File: src/rtl/alu_pkg.sv
// Shared ALU constants: op encodings, pipeline depth and operand helpers.
// Imported by the add/sub pipeline and its testbench.
package alu_pkg;

  typedef enum logic [1:0] {
    OP_ADD = 2'b00,
    OP_SUB = 2'b01,
    OP_ADC = 2'b10,
    OP_SBB = 2'b11
  } op_e;

  localparam int ADDSUB_LAT = 3;

  // SUB/SBB add the one's complement of b
  function automatic logic op_inv(op_e o);
    logic r;
    r = 1'b0;
    unique case (o)
      OP_SUB,
      OP_SBB:  r = 1'b1;
      default: r = 1'b0;
    endcase
    return r;
  endfunction

  // carry-in seen by the adder; for SBB cin=1 means no borrow
  function automatic logic op_cin(op_e o, logic c);
    logic r;
    r = 1'b0;
    unique case (o)
      OP_ADD:  r = 1'b0;
      OP_SUB:  r = 1'b1;
      default: r = c;
    endcase
    return r;
  endfunction

endpackage

File: src/rtl/cs_block.sv
// Carry-select block: both candidate sums plus block generate/propagate.
// Ports: a, b operands; sum0/sum1 for carry-in 0/1; g, p block G/P.
module cs_block #(
  parameter int W = 8
) (
  input  logic [W-1:0] a,
  input  logic [W-1:0] b,
  output logic [W-1:0] sum0,
  output logic [W-1:0] sum1,
  output logic         g,
  output logic         p
);

  logic [W:0] s0;
  logic [W:0] s1;

  assign s0   = {1'b0, a} + {1'b0, b};
  assign s1   = s0 + {{W{1'b0}}, 1'b1};
  assign sum0 = s0[W-1:0];
  assign sum1 = s1[W-1:0];
  assign g    = s0[W];
  // all bits propagate: block sum is all ones, so cin passes through
  assign p    = &(a ^ b);

endmodule

File: src/rtl/parallel_prefix_tree.sv
// Kogge-Stone prefix over block G/P with the global carry-in as entry 0.
// Ports: g, p per block; cin; c[i] carry into block i, c[NB] final carry.
module parallel_prefix_tree #(
  parameter int NB = 4
) (
  input  logic [NB-1:0] g,
  input  logic [NB-1:0] p,
  input  logic          cin,
  output logic [NB:0]   c
);

  localparam int N = NB + 1;
  localparam int L = $clog2(N);

  logic [N-1:0] gt;
  logic [N-1:0] pt;
  logic [N-1:0] gn;
  logic [N-1:0] pn;

  // entry 0 acts as a pure-generate block holding cin,
  // so prefix entry i is the carry into block i
  always_comb begin
    gt = {g, cin};
    pt = {p, 1'b0};
    gn = gt;
    pn = pt;
    for (int lv = 0; lv < L; lv++) begin
      gn = gt;
      pn = pt;
      for (int i = 0; i < N; i++) begin
        if (i >= (1 << lv)) begin
          gn[i] = gt[i] | (pt[i] & gt[i-(1<<lv)]);
          pn[i] = pt[i] & pt[i-(1<<lv)];
        end
      end
      gt = gn;
      pt = pn;
    end
    c = gt;
  end

endmodule

File: src/rtl/pipelined_addsub_stream.sv
// Three-stage carry-select add/sub with valid/ready stream and tag sideband.
// Ports: clk, rst_n; v_in/rdy_in/op/a/b/cin/tag_in; v_out/rdy_out/sum/cout/ovf/zero/tag_out.
module pipelined_addsub_stream
  import alu_pkg::*;
#(
  parameter int WIDTH = 32,
  parameter int BLOCK = 8,
  parameter int TAG_W = 4
) (
  input  logic             clk,
  input  logic             rst_n,
  input  logic             v_in,
  output logic             rdy_in,
  input  logic [1:0]       op,
  input  logic [WIDTH-1:0] a,
  input  logic [WIDTH-1:0] b,
  input  logic             cin,
  input  logic [TAG_W-1:0] tag_in,
  output logic             v_out,
  input  logic             rdy_out,
  output logic [WIDTH-1:0] sum,
  output logic             cout,
  output logic             ovf,
  output logic             zero,
  output logic [TAG_W-1:0] tag_out
);

  localparam int NB = WIDTH / BLOCK;

  // whole pipe moves as one; only the output reg gates it
  logic en;
  assign en     = !v_out || rdy_out;
  assign rdy_in = en;

  // ---- S1: operand prep and per-block sums ----
  op_e             op_s;
  logic [WIDTH-1:0] b_eff;
  logic             c_eff;
  logic [WIDTH-1:0] bs0;
  logic [WIDTH-1:0] bs1;
  logic [NB-1:0]    bg;
  logic [NB-1:0]    bp;

  assign op_s  = op_e'(op);
  assign b_eff = op_inv(op_s) ? ~b : b;
  assign c_eff = op_cin(op_s, cin);

  for (genvar i = 0; i < NB; i++) begin : g_blk
    cs_block #(
      .W(BLOCK)
    ) u_cs (
      .a    (a[i*BLOCK +: BLOCK]),
      .b    (b_eff[i*BLOCK +: BLOCK]),
      .sum0 (bs0[i*BLOCK +: BLOCK]),
      .sum1 (bs1[i*BLOCK +: BLOCK]),
      .g    (bg[i]),
      .p    (bp[i])
    );
  end

  logic             s1_v;
  logic [WIDTH-1:0] s1_sum0;
  logic [WIDTH-1:0] s1_sum1;
  logic [NB-1:0]    s1_g;
  logic [NB-1:0]    s1_p;
  logic             s1_cin;
  logic             s1_am;
  logic             s1_bm;
  logic [TAG_W-1:0] s1_tag;

  always_ff @(posedge clk) begin
    if (!rst_n) begin
      s1_v    <= 1'b0;
      s1_sum0 <= '0;
      s1_sum1 <= '0;
      s1_g    <= '0;
      s1_p    <= '0;
      s1_cin  <= 1'b0;
      s1_am   <= 1'b0;
      s1_bm   <= 1'b0;
      s1_tag  <= '0;
    end else if (en) begin
      s1_v    <= v_in;
      s1_sum0 <= bs0;
      s1_sum1 <= bs1;
      s1_g    <= bg;
      s1_p    <= bp;
      s1_cin  <= c_eff;
      s1_am   <= a[WIDTH-1];
      s1_bm   <= b_eff[WIDTH-1];
      s1_tag  <= tag_in;
    end
  end

  // ---- S2: block carries ----
  logic [NB:0] bc;

  parallel_prefix_tree #(
    .NB(NB)
  ) u_tree (
    .g   (s1_g),
    .p   (s1_p),
    .cin (s1_cin),
    .c   (bc)
  );

  logic             s2_v;
  logic [WIDTH-1:0] s2_sum0;
  logic [WIDTH-1:0] s2_sum1;
  logic [NB:0]      s2_c;
  logic             s2_am;
  logic             s2_bm;
  logic [TAG_W-1:0] s2_tag;

  always_ff @(posedge clk) begin
    if (!rst_n) begin
      s2_v    <= 1'b0;
      s2_sum0 <= '0;
      s2_sum1 <= '0;
      s2_c    <= '0;
      s2_am   <= 1'b0;
      s2_bm   <= 1'b0;
      s2_tag  <= '0;
    end else if (en) begin
      s2_v    <= s1_v;
      s2_sum0 <= s1_sum0;
      s2_sum1 <= s1_sum1;
      s2_c    <= bc;
      s2_am   <= s1_am;
      s2_bm   <= s1_bm;
      s2_tag  <= s1_tag;
    end
  end

  // ---- S3: select and flags ----
  logic [WIDTH-1:0] sel;

  for (genvar i = 0; i < NB; i++) begin : g_sel
    assign sel[i*BLOCK +: BLOCK] = s2_c[i]
      ? s2_sum1[i*BLOCK +: BLOCK]
      : s2_sum0[i*BLOCK +: BLOCK];
  end

  logic ovf_n;
  assign ovf_n = (s2_am == s2_bm) && (sel[WIDTH-1] != s2_am);

  always_ff @(posedge clk) begin
    if (!rst_n) begin
      v_out   <= 1'b0;
      sum     <= '0;
      cout    <= 1'b0;
      ovf     <= 1'b0;
      zero    <= 1'b0;
      tag_out <= '0;
    end else if (en) begin
      v_out   <= s2_v;
      sum     <= sel;
      cout    <= s2_c[NB];
      ovf     <= ovf_n;
      zero    <= ~|sel;
      tag_out <= s2_tag;
    end
  end

endmodule

File: config.mk
export PLATFORM = sky130hd
export DESIGN_NAME = pipelined_addsub_stream
export DESIGN_NICKNAME = d
export VERILOG_FILES = /design/src/rtl/alu_pkg.sv /design/src/rtl/cs_block.sv /design/src/rtl/parallel_prefix_tree.sv /design/src/rtl/pipelined_addsub_stream.sv
export SDC_FILE = /design/constraint.sdc
export NUM_CORES = 1
export LEC_CHECK = 0
export ABC_AREA = 1
export BUFFER_PORTS_ARGS = -buffer_cell sky130_fd_sc_hd__buf_4
export CORE_ASPECT_RATIO = 2
export CORE_MARGIN = 2
export CORE_UTILIZATION = 55
export CTS_CLUSTER_DIAMETER = 40
export CTS_CLUSTER_SIZE = 25
export DETAILED_ROUTE_END_ITERATION = 8
export PLACE_DENSITY = 0.86
export SLEW_MARGIN = 20
export SYNTH_ARGS = -nofsm -noshare
export SYNTH_HDL_FRONTEND = slang
export SYNTH_SLANG_ARGS = --single-unit
File: constraint.sdc
create_clock -name clk -period 9.45 [get_ports clk]
set_input_delay 2.835 -clock clk [delete_from_list [all_inputs] [get_ports clk]]
set_output_delay 2.835 -clock clk [all_outputs]
set_load 0.03 [all_outputs]
==> results.toml <==
[outcome]
status = "finished clean"

[timing]
grt_setup_unrepaired = "no"
slew_headroom = 0.292
skew_ns = 0.00965
worst_pin_slew_ns = 1.06
period_share = 0.708
period_minus_slack_ns = 6.69
fmax_ghz = 0.149
drv_slew = 0
finalHoldViolCount = 0
setup_violations = 0
tns_ns = 0

[drt]
drt_iter0_markers = 738
drtAntennaViolNets = 0
highest_layer = "met4"
first_pass_iters = 5
vias = 8934
routedWlPerCell_um = 13.1
drt-vias-per-instance = 5.38
wl_met3_um = 1070
wl_met2_um = 10400
drc_errors = 0
wl_met1_um = 9850
routed_wl_um = 21700

[critical_path]
max_stage_delay_ns = 0.59
cp_max_fo = 135
cp.required_ns = 6.62
path_cells = "buf_4 > nor2_4 > inv_6 > buf_4"
r2r_cells = 7
crit_path_frequent_cell = "buf_4"
r2r-end = "s1_sum1[10]$_SDFFE_PN0P_"
reg2reg_from = "v_out$_SDFFE_PN0P_"
crit_slowest_cell = "inv_6"
crit_path_end_kind = "primary output"
setup.worst_path.start = "rdy_out"
path_class = "in2out"
start_kind = "input port"
cp.arrival_ns = 3.86
regToRegSetupSlack_ns = 6.71
crit_path_end = "rdy_in"

[floorplan]
rows = 69
fp.coreArea_mm2 = 0.0176
die_y_um = 193
die_x_um = 98.5
die-area_mm2 = 0.0190
initial_core_util = 0.558
num_io_pins = 116

[power_and_ir_drop]
p_clk_frac = 0.320
ir_worst_vdd_uv = 118
p_int_mw = 1.50
pwr-share-comb = 0.241
netSwitchingPower_mw = 0.730
power_frac_seq = 0.439
pwr_density_cell_mw_per_mm2 = 198
total_leakage_power_nw = 5.75
switching_share = 0.327

[cts]
cts_tree = "yes"
cts.htree.levels = 4
post_cts_resized = 0
clk_pin_slew_worst_paths_ns = 0.08
cts_sinks = 196
cts_buffers = 17
cts.path.max_buffers = 2
cts_root_buf = "clkbuf_16"
post-cts-setup-buffers = 0
cts-hold-fix-buffers = 0
clkLatencyLatePin_ns = 0.43

[layout]
design_area_mm2 = 0.0113
fill_cells = 1520
antenna_cells = 0
drive_gt1_frac = 0.137
fin_nets = 1550
syn2layout_area_growth_pct = 14.7

[grt]
antenna_found_initial = 0
grt_overflow_total = 0
grt_pass1_vias = 8034
grt_start_max_net_pins = 136
globalRouteTotalUtil = 0.230
grt_pass1_wl_um = 36700

[logic_synthesis]
async_reset_ff_frac = 0
syn_avg_cell_area_um2 = 7.18
synth-edff-count = 0
yosys.area.top_type = "dfxtp_1"
yosysSeqAreaShare = 0.399
synthDistinctLibCells = 36
ys_top_cells_by_count = "nor2_1 (232), nand2_1 (204), dfxtp_1 (196), o21ai_0 (167), inv_1 (123)"
yosysWarnings = 0
synth_nets = 1484
yosysTopAreaCellShare = 0.399
synthCells = 1368
post-synth-top-count-cell = "nor2_1"
ys_ff_latch = 196
synthFlopType = "dfxtp_1"
syn-cell-area_mm2 = 0.00982
synth_area_leaders = "dfxtp_1 (40%), nor2_1 (8.9%), o21ai_0 (8.5%)"

[min_path]
hold_path_class = "reg2reg"
hp-start = "s2_v$_SDFFE_PN0P_"

[placed_design]
gp_congestion = 0.907
post-dp-hpwl_um = 15000
port_buffers = 115
placed_area_mm2 = 0.0107

[flow_run]
drv_cap = 0
## worst min-delay path by stage
stage / endpoint / cells after the start
floorplan: s2_sum0[31]$_SDFFE_PN0P_ / 2
global placement: s2_sum0[31]$_SDFFE_PN0P_ / 2
detailed placement: s2_v$_SDFFE_PN0P_ / 2
CTS: s2_v$_SDFFE_PN0P_ / 2
global route: s1_sum1[16]$_SDFFE_PN0P_ / 2
finish: s2_v$_SDFFE_PN0P_ / 2
## power groups by stage
stage,registers [mW],clock network (mW),logic [mW]
global route,0.991,0.748,0.612
CTS,0.979,0.719,0.535
detailed placement,0.997,0,0.529
global placement,0.993,0,0.509
floorplan,1.00,0,0.370
finish,0.981,0.714,0.538
## cells in the final DEF, fill, tap and decap left out, types with 29 or more instances in the layout
master	instances
nor2_1	232
nand2_1	204
dfxtp_1	196
o21ai_0	167
inv_1	123
buf_4	117
nand3_1	78
a21oi_1	61
ha_1	37
xor2_1	32
o211ai_1	29
## stage by stage
step	setup WS (ns)	power, mW	hold WS, ns	cells	utilization
after floorplan	3.04	1.37	0.429	1368	-
after global routing	2.64	2.35	0.487	1660	0.640
after global placement	2.75	1.50	0.443	1628	0.606
after detailed placement	2.75	1.53	0.444	1628	0.606
final	2.76	2.23	0.458	1660	0.640
after CTS	2.75	2.23	0.456	1660	0.639
## area by class of cell
| type | count | area (um2) | share of cell area |
|---|---|---|---|
| inverters | 134 | 508 | 0.0451 |
| multi-input cells | 967 | 5090 | 0.452 |
| repair buffers | 118 | 890 | 0.0790 |
| clock buffers | 17 | 425 | 0.0378 |
| flip-flops and latches | 196 | 3920 | 0.348 |
| well taps | 213 | 267 | 0.0237 |
| clock inverters | 15 | 161 | 0.0143 |
## cell families after synthesis
kind of cell    share of synthesized area
simple gates                        0.250
compound gates                      0.171
buf+inv                            0.0827
flops                               0.399
fa+ha+maj                          0.0553
xor+xnor                           0.0321
mux                               0.00917
## critical path: cells and delay by family
family                 cells  cell delay (ns)
AND/OR/NAND/NOR            1             0.05
buffers and inverters      3             0.97
## registers in the layout (all words and copies together), names as in the netlist, 4 cells and up
| signal | cells |
|---|---|
| s1_g | 4 |
| s1_p | 4 |
| s1_sum0 | 32 |
| s1_sum1 | 32 |
| s1_tag | 4 |
| s2_c | 5 |
| s2_sum0 | 32 |
| s2_sum1 | 32 |
| s2_tag | 4 |
| sum | 32 |
| tag_out | 4 |
## layer usage
layer | GRT usage | up-vias
met5 | 0 | -
met4 | 0.0790 | 0
met3 | 0.0278 | 36
met2 | 0.379 | 272
met1 | 0.313 | 4044
li1 | - | 4582
No activity file was read; power rests on OpenSTA's default activity.
